### src/rtl/reg_arb_pkg.sv
// Shared types and default sizing for the register-port arbiter.
// Latency: n/a (package only).
// Backpressure: n/a (package only).
package reg_arb_pkg;

    // Arbiter FSM states. LOCKED restricts grants to a single owner.
    typedef enum logic [0:0] {
        IDLE   = 1'b0,
        LOCKED = 1'b1
    } arb_state_t;

    localparam int DEF_NUM_REQ  = 3;
    localparam int DEF_ADDR_W   = 3;
    localparam int DEF_DATA_W   = 8;
    localparam int DEF_LOCK_MAX = 16;

    // Width of an index into n requesters, never below one bit.
    function automatic int idx_width(input int n);
        return (n > 1) ? $clog2(n) : 1;
    endfunction

endpackage

### src/rtl/rr_pick.sv
// Round-robin picker: first asserted req at ptr, ptr+1, ... wrapping to 0.
// Latency: combinational.
// Backpressure: none; losers simply see no winner bit this cycle.
//
// Ports: req (request vector), ptr (highest-priority index),
//        onehot/idx (winner as one-hot and as index), any (a winner exists).
module rr_pick #(
    parameter int N  = 3,
    parameter int IW = 2
) (
    input  logic [N-1:0]  req,
    input  logic [IW-1:0] ptr,
    output logic [N-1:0]  onehot,
    output logic [IW-1:0] idx,
    output logic          any
);

    logic [IW-1:0] pos;

    // Scan from the farthest offset down to ptr itself, so the candidate
    // closest to ptr is the last one written and therefore wins.
    always_comb begin
        onehot = '0;
        idx    = '0;
        any    = 1'b0;
        pos    = '0;
        for (int off = N - 1; off >= 0; off--) begin
            pos = IW'((int'(ptr) + off) % N);
            if (req[pos]) begin
                onehot      = '0;
                onehot[pos] = 1'b1;
                idx         = pos;
                any         = 1'b1;
            end
        end
    end

endmodule

### src/rtl/reg_port_arbiter.sv
// Shares one register-file port among NUM_REQ requesters, round-robin, optional lock.
// Latency: grant/rf access same cycle; read data and rvalid one cycle after a read grant.
// Backpressure: losers hold req/we/addr/wdata until gnt; one access per cycle.
//
// Ports: Clk, Reset (async, active-high); per-requester req/we/addr/wdata/lock;
//        gnt, rvalid, rdata back to requesters; rf_en/rf_we/rf_addr/rf_wdata/rf_rdata
//        to the register file; lock_timeout pulses when a stale lock is broken.
// Build option: define ARB_LOCK_EN to compile lock support; otherwise lock is ignored.
module reg_port_arbiter
    import reg_arb_pkg::*;
#(
    parameter int NUM_REQ  = DEF_NUM_REQ,
    parameter int ADDR_W   = DEF_ADDR_W,
    parameter int DATA_W   = DEF_DATA_W,
    parameter int LOCK_MAX = DEF_LOCK_MAX
) (
    input  logic                      Clk,
    input  logic                      Reset,
    input  logic [NUM_REQ-1:0]        req,
    input  logic [NUM_REQ-1:0]        we,
    input  logic [NUM_REQ*ADDR_W-1:0] addr,
    input  logic [NUM_REQ*DATA_W-1:0] wdata,
    input  logic [NUM_REQ-1:0]        lock,
    output logic [NUM_REQ-1:0]        gnt,
    output logic [NUM_REQ-1:0]        rvalid,
    output logic [DATA_W-1:0]         rdata,
    output logic                      rf_en,
    output logic                      rf_we,
    output logic [ADDR_W-1:0]         rf_addr,
    output logic [DATA_W-1:0]         rf_wdata,
    input  logic [DATA_W-1:0]         rf_rdata,
    output logic                      lock_timeout
);

    localparam int IDX_W = idx_width(NUM_REQ);

    arb_state_t         state;
    logic [IDX_W-1:0]   ptr;
    logic [NUM_REQ-1:0] elig;
    logic [NUM_REQ-1:0] win_oh;
    logic [IDX_W-1:0]   win_idx;
    logic               win_any;
    logic               grant;
    logic               rd_grant;

    rr_pick #(
        .N  (NUM_REQ),
        .IW (IDX_W)
    ) u_pick (
        .req    (elig),
        .ptr    (ptr),
        .onehot (win_oh),
        .idx    (win_idx),
        .any    (win_any)
    );

    // Reset blocks issue combinationally so nothing reaches the register file
    // while the arbiter is being cleared.
    assign grant    = win_any & ~Reset;
    assign rd_grant = grant & ~we[win_idx];

    assign gnt      = grant ? win_oh : '0;
    assign rf_en    = grant;
    assign rf_we    = grant & we[win_idx];
    assign rf_addr  = grant ? addr[win_idx*ADDR_W +: ADDR_W]  : '0;
    assign rf_wdata = grant ? wdata[win_idx*DATA_W +: DATA_W] : '0;

`ifdef ARB_LOCK_EN
    localparam int CNT_W = $clog2(LOCK_MAX + 1);

    logic [IDX_W-1:0] owner;
    logic [CNT_W-1:0] idle_cnt;

    // While locked only the owner's request is visible to the picker.
    always_comb begin
        elig = req;
        if (state == LOCKED) begin
            elig        = '0;
            elig[owner] = req[owner];
        end
    end

    always_ff @(posedge Clk or posedge Reset) begin
        if (Reset) begin
            state        <= IDLE;
            owner        <= '0;
            idle_cnt     <= '0;
            lock_timeout <= 1'b0;
        end else begin
            lock_timeout <= 1'b0;
            case (state)
                IDLE: begin
                    if (grant && lock[win_idx]) begin
                        state    <= LOCKED;
                        owner    <= win_idx;
                        idle_cnt <= '0;
                    end
                end
                LOCKED: begin
                    if (grant) begin
                        // Any owner access restarts the stale-lock window.
                        idle_cnt <= '0;
                        if (!lock[win_idx]) begin
                            state <= IDLE;
                        end
                    end else if (!req[owner]) begin
                        if (idle_cnt == CNT_W'(LOCK_MAX - 1)) begin
                            state        <= IDLE;
                            idle_cnt     <= '0;
                            lock_timeout <= 1'b1;
                        end else begin
                            idle_cnt <= idle_cnt + CNT_W'(1);
                        end
                    end
                end
                default: state <= IDLE;
            endcase
        end
    end
`else
    localparam int LOCK_MAX_UNUSED = LOCK_MAX;
    logic [NUM_REQ-1:0] lock_unused;

    assign lock_unused  = lock;
    assign state        = IDLE;
    assign elig         = req;
    assign lock_timeout = 1'b0;
`endif

    // Read data is captured at the grant edge; a write committed on the
    // previous edge is therefore already visible to a following read.
    always_ff @(posedge Clk or posedge Reset) begin
        if (Reset) begin
            ptr    <= '0;
            rvalid <= '0;
            rdata  <= '0;
        end else begin
            rvalid <= rd_grant ? win_oh : '0;
            if (rd_grant) begin
                rdata <= rf_rdata;
            end
            // Fairness pointer is frozen during a lock so the pre-lock
            // rotation resumes once the lock is released.
            if (grant && state == IDLE) begin
                ptr <= (win_idx == IDX_W'(NUM_REQ - 1)) ? '0 : win_idx + IDX_W'(1);
            end
        end
    end

endmodule
### config.mk
export PLATFORM = sky130hd
export DESIGN_NAME = reg_port_arbiter
export DESIGN_NICKNAME = d
export VERILOG_FILES = /design/src/rtl/reg_arb_pkg.sv /design/src/rtl/rr_pick.sv /design/src/rtl/reg_port_arbiter.sv
export SDC_FILE = /design/constraint.sdc
export NUM_CORES = 1
export LEC_CHECK = 0
export CORE_AREA = 10 10 67 69
export CTS_CLUSTER_DIAMETER = 40
export DETAILED_ROUTE_END_ITERATION = 8
export DIE_AREA = 0 0 77 79
export PLACE_DENSITY = 0.83
export SETUP_SLACK_MARGIN = 0.02
export SYNTH_ARGS = -nofsm -noshare
export SYNTH_HDL_FRONTEND = slang
export SYNTH_HIERARCHICAL = 1
export SYNTH_SLANG_ARGS = --single-unit
export TNS_END_PERCENT = 10
### constraint.sdc
create_clock -name Clk -period 4.8 [get_ports Clk]
set_input_delay 0.96 -clock Clk [delete_from_list [all_inputs] [get_ports Clk]]
set_output_delay 0.96 -clock Clk [all_outputs]
set_load 0.05 [all_outputs]
# Yosys cells after proc, flatten, opt, wreduce, memory -nomap -nowiden
# Cells that the tools add are included.
classes:
  add_sub_neg: 3
  mul: 1
  div_mod_pow: 3
  magnitude_cmp: 7
  eq_ne: 1
  n_shift: 2
  n_mux: 28
  bitwise_logic: 5
  n_reduce_logical: 3
op_table:
  columns: ["op", "n"]
  rows:
  - ["32-bit by 3-bit remainder unit with 32-bit output, second input constant", 2]
  - ["3-bit by 3-bit remainder unit with 32-bit output, second input constant", 1]
  - ["24-bit by 6-bit variable part select with 8-bit output", 1]
  - ["3-bit two-way mux", 6]
  - ["2-bit by 3-bit < comparator with 1-bit output, second input constant", 4]
  - ["1-bit two-way mux", 10]
  - ["9-bit by 5-bit variable part select with 3-bit output", 1]
  - ["1-bit binary-select mux with 2-bit select", 4]
  - ["2-bit two-way mux", 4]
  - ["8-bit two-way mux", 1]
  - ["1-bit demux with 2-bit select", 3]
  - ["2-bit by 1-bit greater-or-equal comparator with 1-bit output, second input constant", 3]
  - ["2-bit by 2-bit multiplier with 4-bit output, second input constant", 1]
  - ["2-bit by 1-bit adder with 3-bit output, second input constant", 1]
  - ["2-bit by 2-bit adder with 3-bit output, second input constant", 1]
  - ["1-bit bitwise AND", 3]
  - ["1-bit logical AND", 3]
  - ["2-bit by 1-bit adder with 2-bit output, second input constant", 1]
  - ["2-bit equality test, second input constant", 1]
  - ["1-bit NOT", 2]
totals:
  regBits: 13
  out_inout_bits: 28
  elab_cells: 56

# Depth between registers and ports, before layout
logic_depth:
  word_depth: 12
  mapped_depth: 12
  ltp_nobuf: 10

# Cells and area by module
# The synthesis kept the hierarchy.
modules_own_cells:
  columns: ["module", "instances", "cells_each", "area_per_inst_um2"]
  rows:
  - ["reg_port_arbiter", 1, 93, 868.3]
  - ["rr_pick", 1, 47, 349.1]

# Worst setup path before layout
# No wires, ideal clock.
synth_timing:
  path_type: "in2out"
  start: "input port req[1]"
  end: "output port rf_addr[0]"
  arrival_time_ps: 2884
  required_time_ps: 3840
  slack_ps: 956
  path_stages: 9
  path_buffers: 2
  cell_sequence: "nor2b_1 > o211ai_1 > a2bb2oi_1 > o22ai_1 > buf_6 > buf_4 > mux2i_1 > or2_2 > a21oi_1"
synth_via:
  elab_chain_cells: 8
  word_cells_on_any_way: 16
  classes_between: "mul: 1; shift: 1; mux: 13; bitwise: 1"
synth_rtl:
  columns: ["item", "line_no", "source"]
  rows:
  - ["start: declaration", "reg_port_arbiter.sv:19", "input logic [NUM_REQ-1:0] req,"]
  - ["1-bit binary-select mux with 2-bit select", "rr_pick.sv:29", "if (req[pos]) begin"]
  - ["1-bit two-way mux (not written as such)", "rr_pick.sv:29", null]
  - ["2-bit two-way mux (2 in a row)", "rr_pick.sv:29", null]
  - ["2-bit two-way mux (*)", "rr_pick.sv:29", null]
  - ["via win_idx[1]", "reg_port_arbiter.sv:41", "logic [IDX_W-1:0] win_idx;"]
  - ["2-bit by 2-bit multiplier with 4-bit output (*)", "reg_port_arbiter.sv:65", "assign rf_addr = grant ? addr[win_idx*ADDR_W +: ADDR_W] : '0;"]
  - ["9-bit by 5-bit variable part select with 3-bit output (*)", "reg_port_arbiter.sv:65", null]
  - ["3-bit two-way mux (*)", "reg_port_arbiter.sv:65", null]
  - ["end: declaration", "reg_port_arbiter.sv:29", "output logic [ADDR_W-1:0] rf_addr,"]
# Mark *: on every way through the listed nets, which the timed path passes. The rest lies on a longest branch. The select of a mux whose other input is x is not followed.

# Final worst setup path
layout_timing:
  start: "input port req[2]"
  end: "output port rf_addr[0]"
# Same word-level chain as after synthesis.

==> results.rst <==
.. list-table::
   :header-rows: 1

   * - Metric
     - Value
   * - Area growth from synthesis to final layout
     - 74.72%
   * - Core region area
     - ~3200 um2
   * - Total Nets Final
     - about 270
   * - Highest routing layer actually used
     - met4
   * - Via density
     - just under 5
   * - I/O pins
     - 80
   * - Via count
     - between 1000 and 1500
   * - Worst Min Path Start
     - rdata[5]$_DFFE_PP0P_
   * - Non-filler cells, final
     - between 200 and 300
   * - Post-synthesis average cell area
     - about 8.7 um2
   * - Area of the die
     - 6083 um2
   * - First-pass DRT Iterations
     - 6
   * - Leak
     - between 0.8 and 0.9 nW
   * - Share of synthesized area occupied by flip-flops and latches
     - around a quarter
   * - Inst Count DP
     - between 200 and 300
   * - Length of routed met3 wiring
     - between 400 and 500 um
   * - Worst-margin pin slew
     - ~0.52 ns
   * - RSZ-0062 raised after global routing
     - no
   * - Post-synthesis register bit count
     - 13
   * - Buffers on Ports
     - 75
   * - Cell area after technology mapping
     - about 1200 um2
   * - Clock-pin slew of the registers on the worst-case setup and hold paths
     - around 0.080 ns
   * - Critical setup path kind
     - in -> out
   * - Share of cells above drive strength 1
     - between 20% and 30%
   * - Type of destination of the critical path
     - output port
   * - Worst R2R Setup Slack
     - approximately 1.9 ns
   * - Maximum Capacitance Violations
     - 0
   * - Final clock period utilization by the worst path
     - between 90% and 100%
   * - Total count of hold-check failures in the final report
     - 0
   * - Crit path launch type
     - input port
   * - Clock buffers created by TritonCTS
     - 3
   * - Worst slew slack as a fraction of its limit
     - about two thirds
   * - RePlAce Congestion
     - about 0.81
   * - Number of antenna violations at the first check in global routing
     - 0
   * - Sink count of the clock tree
     - 13
   * - Insertion delay of the later-clocked pin in the worst-skew pair
     - approximately 0.26 ns
   * - Power per cell area
     - 687.6 nW/um2
   * - Post-route DRC
     - 0
   * - Fill cell instance count of the final layout
     - ~270
   * - Hold-critical path depth
     - 1
   * - Resized Gates After CTS
     - 0
   * - Die X-Extent
     - about 77 um
   * - TritonCTS clock tree
     - yes
   * - Number of max-slew violations in the final report
     - 0
   * - Number of global-route vias before repair
     - 1297
   * - Number of setup buffers added after CTS
     - 0
   * - Post-synthesis net count
     - just under 200
   * - Antenna violation net count after detailed routing
     - 0
   * - End of the worst register-to-register path
     - rdata[1]$_DFFE_PP0P_
   * - Starting density of the core
     - a little under two fifths
   * - Average detailed-routed wire length per instance
     - around 14 um
   * - Cells after Synth
     - 140
   * - Die span in y
     - roughly 79 um
   * - Worst Hold Endpoint
     - rdata[5]$_DFFE_PP0P_
   * - Type of the most critical hold path
     - reg -> reg
   * - Maximum buffer depth of the clock tree
     - 2
   * - Maximum fanout count along the critical path
     - 16
   * - Maximum VDD drop
     - roughly 0.38 mV
   * - Routed length on met2
     - between 1500 and 2000 um
   * - Reg2Reg Launch Point
     - ptr[0]$_DFFE_PP0N_
   * - # H-tree levels
     - 1
   * - Total number of placement rows
     - 21
   * - Pin count of the biggest net entering global routing
     - 17
   * - Final TNS setup
     - 0 ns
   * - Util after Layout
     - between 60 and 70%
   * - Detailed placement HPWL
     - about 3200 um
   * - Warnings, synthesis
     - 6
   * - Outcome
     - complete, no violations
   * - Initial DRC count
     - roughly 120
   * - Setup violations, final
     - 0
   * - Data arrival time of the critical path
     - 3.62 ns
   * - Total GRT Usage
     - a little under an eighth
   * - Post-Route M1 WL
     - about 1500 um
   * - Remaining Overflow, GRT
     - 0
   * - Cell variety after synth
     - 36
   * - Wire length of the first global-routing pass
     - 5989 um
   * - Highest clock frequency the design can meet
     - 0.2186 GHz
   * - Clock skew
     - roughly 0.00027 ns
   * - Antenna diode count
     - 0
   * - Depth of the worst register-to-register path
     - 10
   * - Shortest period the worst path allows
     - between 4 and 5 ns
   * - Cell chosen for the clock root
     - clkbuf_4
   * - Worst endpoint required time
     - about 3.8 ns
   * - Final wirelength
     - ~3700 um
   * - CTS Hold Bufs
     - 0
==> layout by cell type (no fill, tap or decap), types with 2 or more instances in the layout <==
cell type,count
a21oi_1,13
and2_1,6
buf_12,12
buf_4,7
clkbuf_4,3
clkdlybuf4s50_1,59
dfrtp_1,13
ha_1,4
inv_1,7
mux2_2,9
mux2i_1,15
nand2_1,18
nand2b_1,2
nand3b_1,2
nor2_1,5
nor2b_1,4
o21ai_0,2
o22ai_1,2
o22ai_2,2
or2_2,11
==> area by class of cell <==
type,instances,area (um2),area share [%]
clock buffer,3,22.52,1.059
clock inverter,1,5.005,0.2353
inverter,7,26.28,1.235
multi-input combinational,110,807.0,37.94
sequential,13,325.3,15.29
tap,46,57.56,2.706
timing repair buffer,78,883.3,41.53
==> through the flow <==
stage / worst slack (ns) / power, mW / hold WS, ns / instance area (um2)
after detailed placement: 0.2374 / 1.411 / 0.4943 / 2100
after CTS: 0.2306 / 1.478 / 0.5124 / 2127
after global routing: 0.06017 / 1.554 / 0.5305 / 2127
after floorplan: 0.9561 / 0.9871 / 0.4949 / 1217
final: 0.2249 / 1.463 / 0.5059 / 2127
after global placement: 0.3676 / 1.388 / 0.4863 / 2100
==> power by group <==
| group | total (mW) | leakage [nW] | internal (mW) | switching [mW] |
|---|---|---|---|---|
| logic | 1.21 | 0.691 | 0.508 | 0.705 |
| registers | 0.185 | 0.160 | 0.160 | 0.0248 |
| clock network | 0.0644 | 0.0177 | 0.0307 | 0.0337 |
==> flip-flops by register name (all words and copies together) (netlist names) <==
register	count
ptr	2
rdata	8
rvalid	3
==> synthesized netlist by cell type <==
library cell  number  area share, %
or2_2             11            5.7
mux2i_1           15             12
a32o_1             1           0.82
conb_1             1           0.31
nor3b_1            1           0.62
mux2i_4            1            1.8
o211ai_1           1           0.62
and2_1             6            3.1
a21oi_2            1           0.72
o2bb2ai_1          1           0.72
nand2_1           18            5.5
o21a_1             1           0.62
o22ai_1            3            1.5
clkbuf_2           1           0.41
a2bb2oi_1          1           0.72
o21ai_0            2           0.82
a31o_2             1           0.72
a32oi_1            1           0.72
a31o_1             1           0.72
buf_6              2            1.8
o22ai_2            1            1.0
nor2b_1            4            2.1
mux2_2             9            8.3
clkbuf_1           2           0.62
inv_1              7            2.2
nand2b_1           2            1.0
o211ai_4           1            1.7
buf_2              3            1.2
o31ai_1            1           0.62
nor2_1             5            1.5
a21oi_1           13            5.3
dfrtp_1           13             27
buf_4              2            1.2
a211oi_1           1           0.62
nand3b_1           2            1.2
ha_1               4            4.1
==> worst max-delay path, cell delays in order <==
cell and delay (ns):
clkdlybuf4s50_1 0.54, mux2i_1 0.31, o22ai_1 0.15, a21oi_2 0.20, a31o_2 0.38, nor2b_1 0.33, buf_4 0.23, nand2_1 0.06
a21oi_1 0.26, buf_12 0.18
==> how the worst max path moves through the flow <==
stage,start,end,slack (ns),cells past startpoint
floorplan,req[1],rf_addr[0],0.96,9
global placement,req[2],rf_wdata[1],0.37,10
detailed placement,req[2],rf_addr[1],0.24,10
CTS,req[2],rf_addr[1],0.23,10
global route,req[2],rf_addr[0],0.06,10
finish,req[2],rf_addr[0],0.22,10
==> routing by layer <==
layer,track usage [%],vias to the layer above
met2,20.15,56
met5,0,-
li1,-,623
met1,12.52,560
met3,4.842,4
met4,2.555,0
==> cells by family after synthesis <==
| group | Yosys count | share of synthesized area [%] |
|---|---|---|
| AND/OR/NAND/NOR | 49 | 20.76 |
| AO/OA/AOI/OAI | 31 | 18.09 |
| multiplexers | 25 | 22.51 |
| buffers and inverters | 17 | 7.502 |
| flip-flops | 13 | 26.72 |
| adder cells (fa/ha/maj) | 4 | 4.111 |
| other | 1 | 0.3080 |
Note: power is estimated with default switching activity, not from simulation.
==> variant 1 (same settings) <==
The option `ARB_LOCK_EN` is turned on by a define.
--- a/src/rtl/reg_port_arbiter.sv
+++ b/src/rtl/reg_port_arbiter.sv
@@ -7,4 +7,6 @@
 //        to the register file; lock_timeout pulses when a stale lock is broken.
 // Build option: define ARB_LOCK_EN to compile lock support; otherwise lock is ignored.
+`define ARB_LOCK_EN
+
 module reg_port_arbiter
     import reg_arb_pkg::*;
Function: changed (Yosys sat finds a counterexample within 4 cycles, from zero or initial values and one cycle with Reset high).
==> variant 1 against the unedited design <==
  * Core utilization rose by 14 points
  * Sequential cell count rose by 9
  * Worst setup slack improved by 0.25 ns
  * Design area rose by 22%
  * Critical path depth rose by 2
  * Power rose by 33%
  * Routed wire length rose by 37%
  * Synthesized area rose by 39%
  * Clock power rose by 55%
  * Die area did not move
  * Largest power group unchanged
==> variant 1: results (changes against the unedited design) <==
- Net Count, Synth: 250 (was 196)
- Largest delay share family, worst path: buffers and inverters (was compound AO/OA/AOI/OAI gates)
- Multiplexer share of the synthesized area: 0.188 (was 0.225)
- Count of cell types in the netlist: 49 (was 36)
- Dpl hpwl: 4230 µm (was 3200 µm)
- Antenna violations before repair: 0 (unchanged)
- Filler Cell Count: 220 (was 273)
- Latest clock arrival within the worst-skew pair: 0.30 ns (was 0.26 ns)
- Result of the run: complete, no violations (unchanged)
- Via count of the first global-routing pass: 1814 (was 1297)
- Post-Place Setup Slack: 0.481 ns (was 0.237 ns)
- Largest registers in the final layout: rdata: 8 flops, idle_cnt: 5 flops, rvalid: 3 flops (was rdata: 8 flops, rvalid: 3 flops, ptr: 2 flops)
- Total track usage: 0.162 (was 0.114)
- Setup slack on the worst flop-to-flop path: 1.59 ns (was 1.85 ns)
- Fraction of the mapped netlist area in adder cells: 0.0370 (was 0.0411)
- Final #Nets: 330 (was 269)
- Maximum resistive drop on vdd: 0.000433 V (was 0.000376 V)
- Path class of the lowest-slack min-delay path: register to register (unchanged)
- Worst setup skew after layout: 0.00795 ns (was 0.000273 ns)
- Number of inserted diodes: 0 (unchanged)
- Number of DRC markers after the initial detailed-route iteration: 146 (was 117)
- Grt met2 use: 0.296 (was 0.202)
- Met1 global-route usage: 0.172 (was 0.125)
- First-pass GRT wire length: 8390 µm (was 5990 µm)
- Leakage dissipation: 1.09 nW (was 0.869 nW)
- Source of the worst hold timing path: rdata[6] (was rdata[5])
- Number of port buffers: 79 (was 75)
- Total placed cells including tap cells: 314 (was 254)
- Arrival time of data at the critical path endpoint: 3.36 ns (was 3.62 ns)
- Time the final worst path needs with I/O delays and setup: 4.32 ns (was 4.58 ns)
- Ranking of synthesized cells by area: dfrtp_1, mux2i_1, mux2_2, nor2_1, a21oi_1 (was dfrtp_1, mux2i_1, mux2_2, or2_2, nand2_1)
- Detailed-route vias per instance: 5.41 (was 4.82)
- Part of the Yosys area used for sequential elements: 0.326 (was 0.267)
- Pin count of the biggest net entering global routing: 23 (was 17)
- Clock transition time at the flip-flop clock pins of the worst setup and hold paths: 0.12 ns (was 0.08 ns)
- FF-to-FF Start: ptr[1] (was ptr[0])
- Fraction of layout instances using a drive strength above 1: 0.180 (was 0.231)
- Actual slew at the worst max-slew pin: 0.797 ns (was 0.521 ns)
- Synth Area in Compound Gates: 0.197 (was 0.181)
- Vias after detailed routing: 1720 (was 1243)
- Met3 Usage GRT: 0.0698 (was 0.0484)
- Final weighted congestion in routability-driven placement: 0.932 (was 0.810)
- Pre-antenna DRT Iters: 4 (was 6)
- Final wirelength: 5100 µm (was 3730 µm)
- Mean post-synth cell area: 8.76 µm² (was 8.70 µm²)
- Ranking of synthesized cells by instance count: nor2_1, dfrtp_1, mux2i_1 (was nand2_1, mux2i_1, a21oi_1, dfrtp_1, or2_2)
- Smallest hold slack: 0.519 ns (was 0.506 ns)
[variant 1: cell count changes after synthesis, sizes merged, moves of 3 or more]
cell | unedited run | this run
clkbuf | 3 | 6
dfrtp | 13 | 22
mux2 | 9 | 12
nand2 | 18 | 10
nor2 | 5 | 30
o21ai | 2 | 8
or2 | 11 | 0
[variant 1: per-layer routing]
layer / share of wire / vias to the layer above
li1: - / 844
met1: 0.40 / 788
met2: 0.48 / 84
met3: 0.12 / 4
met4: 0.0078 / 0
met5: 0 / -
[variant 1: report_power, final]
part / internal (W) / switching [W] / leakage, nW
combinational: 0.000595 / 0.000945 / 0.789
clock: 0.0000462 / 0.0000541 / 0.0210
sequential: 0.000253 / 0.0000561 / 0.283
total: 0.000894 / 0.00106 / 1.09
[variant 1: final timing paths]
check,to,cells after the start
worst min register to register,rdata[6],1
worst max register to register,idle_cnt[3],12
worst min-delay path,rdata[6],1
max in group asynchronous,idle_cnt[2],2
min in group asynchronous,rdata[6],2
worst max-delay path,rf_we,12
[variant 1: kinds of logic after synthesis]
logic type	Yosys count
flip-flops	22
buffers and inverters	20
multiplexers	29
adder cells (fa/ha/maj)	5
AO/OA/AOI/OAI	48
AND/OR/NAND/NOR	69
[variant 1: through the flow]
step	utilization	instance area, µm²	power, W
floorplan	-	1690	0.00139
global placement	0.790	2550	0.00183
detailed placement	0.790	2550	0.00185
CTS	0.801	2590	0.00195
global route	0.801	2590	0.00208
finish	0.801	2590	0.00195
[variant 1: area by class of cell]
| class | count | area (µm²) | area share |
|---|---|---|---|
| Tap cell | 46 | 57.6 | 0.0222 |
| Timing Repair Buffer | 86 | 853 | 0.330 |
| Multi-Input combinational cell | 151 | 1060 | 0.408 |
| Clock buffer | 4 | 36.3 | 0.0140 |
| Inverter | 9 | 33.8 | 0.0130 |
| Sequential cell | 22 | 551 | 0.213 |
==> variant 2 (same flow settings) <==
Without the edit above. The package constant `DEF_NUM_REQ` goes from 3 to 2.
--- a/src/rtl/reg_arb_pkg.sv
+++ b/src/rtl/reg_arb_pkg.sv
@@ -10,5 +10,5 @@
     } arb_state_t;
 
-    localparam int DEF_NUM_REQ  = 3;
+    localparam int DEF_NUM_REQ  = 2;
     localparam int DEF_ADDR_W   = 3;
     localparam int DEF_DATA_W   = 8;
Ports: changed (7 resized); port bits go from 80 to 64. The function was not compared with the original's and may differ.
==> variant 2 against the unedited design <==
  * Power is 73% lower
  * Routed wire length is 31% lower
  * Largest power group unchanged
  * Sequential cell count decreased by 2
  * Register-to-register slack gained 1.2 ns
  * Core utilization fell by 25 points
  * Synthesized area is 45% lower
  * Design area fell by 38%
  * Worst setup slack improved by 0.44 ns
  * Count of clock-buffer cells in the layout is 1 higher
  * Die area unchanged
  * Global-route usage is 3.2 points lower
  * Sequential share of layout area grew 5.5 points
==> variant 2: results (changes against the unedited design) <==
- Number of port buffers: 60 (was 75)
- Result of the run: complete, no violations (unchanged)
- Synth Area in Compound Gates: 0.0301 (was 0.181)
- Grt met2 use: 0.153 (was 0.202)
- Setup slack on the worst flop-to-flop path: 3.01 ns (was 1.85 ns)
- Fraction of layout instances using a drive strength above 1: 0.114 (was 0.231)
- Dpl hpwl: 2350 µm (was 3200 µm)
- Worst reg2reg path depth: 6 (was 10)
- Detailed-route vias per instance: 4.09 (was 4.82)
- Int Power: 0.000229 W (was 0.000699 W)
- First-pass GRT wire length: 3910 µm (was 5990 µm)
- Number of DRC markers after the initial detailed-route iteration: 5 (was 117)
- Net Count, Synth: 101 (was 196)
- Pin count of the biggest net entering global routing: 16 (was 17)
- Number of instances in the synthesized netlist: 63 (was 140)
- Final wirelength: 2590 µm (was 3730 µm)
- Multiplexer share of the synthesized area: 0.335 (was 0.225)
- Smallest hold slack: 0.507 ns (was 0.506 ns)
- Critical path peak fanout: 15 (was 16)
- Largest delay share family, worst path: buffers and inverters (was compound AO/OA/AOI/OAI gates)
- Post-Place Setup Slack: 0.662 ns (was 0.237 ns)
- Detailed route wirelength on metal2: 1320 µm (was 1810 µm)
- Fraction of the mapped netlist area in adder cells: 0 (was 0.0411)
- Maximum resistive drop on vdd: 0.0000876 V (was 0.000376 V)
- Routed WL per cell: 15.3 µm (was 14.4 µm)
- Critical path's largest stage delay: 0.70 ns (was 0.54 ns)
- Part of the Yosys area used for sequential elements: 0.414 (was 0.267)
- Total track usage: 0.0820 (was 0.114)
- Leakage dissipation: 0.555 nW (was 0.869 nW)
- Largest registers in the final layout: rdata: 8 flops, rvalid: 2 flops, ptr: 1 flops (was rdata: 8 flops, rvalid: 3 flops, ptr: 2 flops)
- Count of cell types in the netlist: 19 (was 36)
- FF-to-FF Start: ptr (was ptr[0])
- Beginning of the critical path: req[0] (was req[2])
- Source of the worst hold timing path: rdata[7] (was rdata[5])
- Via count of the first global-routing pass: 834 (was 1297)
- Worst Hold Path EP: rdata[7] (was rdata[5])
- Final weighted congestion in routability-driven placement: 0.666 (was 0.810)
- Total placed cells including tap cells: 165 (was 254)
- Placement-stage cell area: 0.00130 mm² (was 0.00210 mm²)
- Met3 Usage GRT: 0.0676 (was 0.0484)
[variant 2: changes by cell type in the layout (fill, tap and decap cells not counted), moves of 6 or more]
cell	delta
buf_12	-12
buf_4	-6
or2_2	-11
nor2_1	+7
a21oi_1	-13
nand2_1	-17
[variant 2: layout make-up]
type | count | area [µm²]
fillers | 301 | 1910
repair buffers | 61 | 608
multi-input cells | 44 | 344
flip-flops and latches | 11 | 275
well taps | 46 | 57.6
clock buffers | 4 | 26.3
inverters | 3 | 11.3
[variant 2: power groups by stage]
stage / combinational (W) / clock (W) / sequential (W)
finish: 0.000213 / 0.0000605 / 0.000117
global route: 0.000223 / 0.0000682 / 0.000120
CTS: 0.000216 / 0.0000643 / 0.000118
global placement: 0.000212 / 0 / 0.000118
detailed placement: 0.000216 / 0 / 0.000120
floorplan: 0.0000763 / 0 / 0.000173
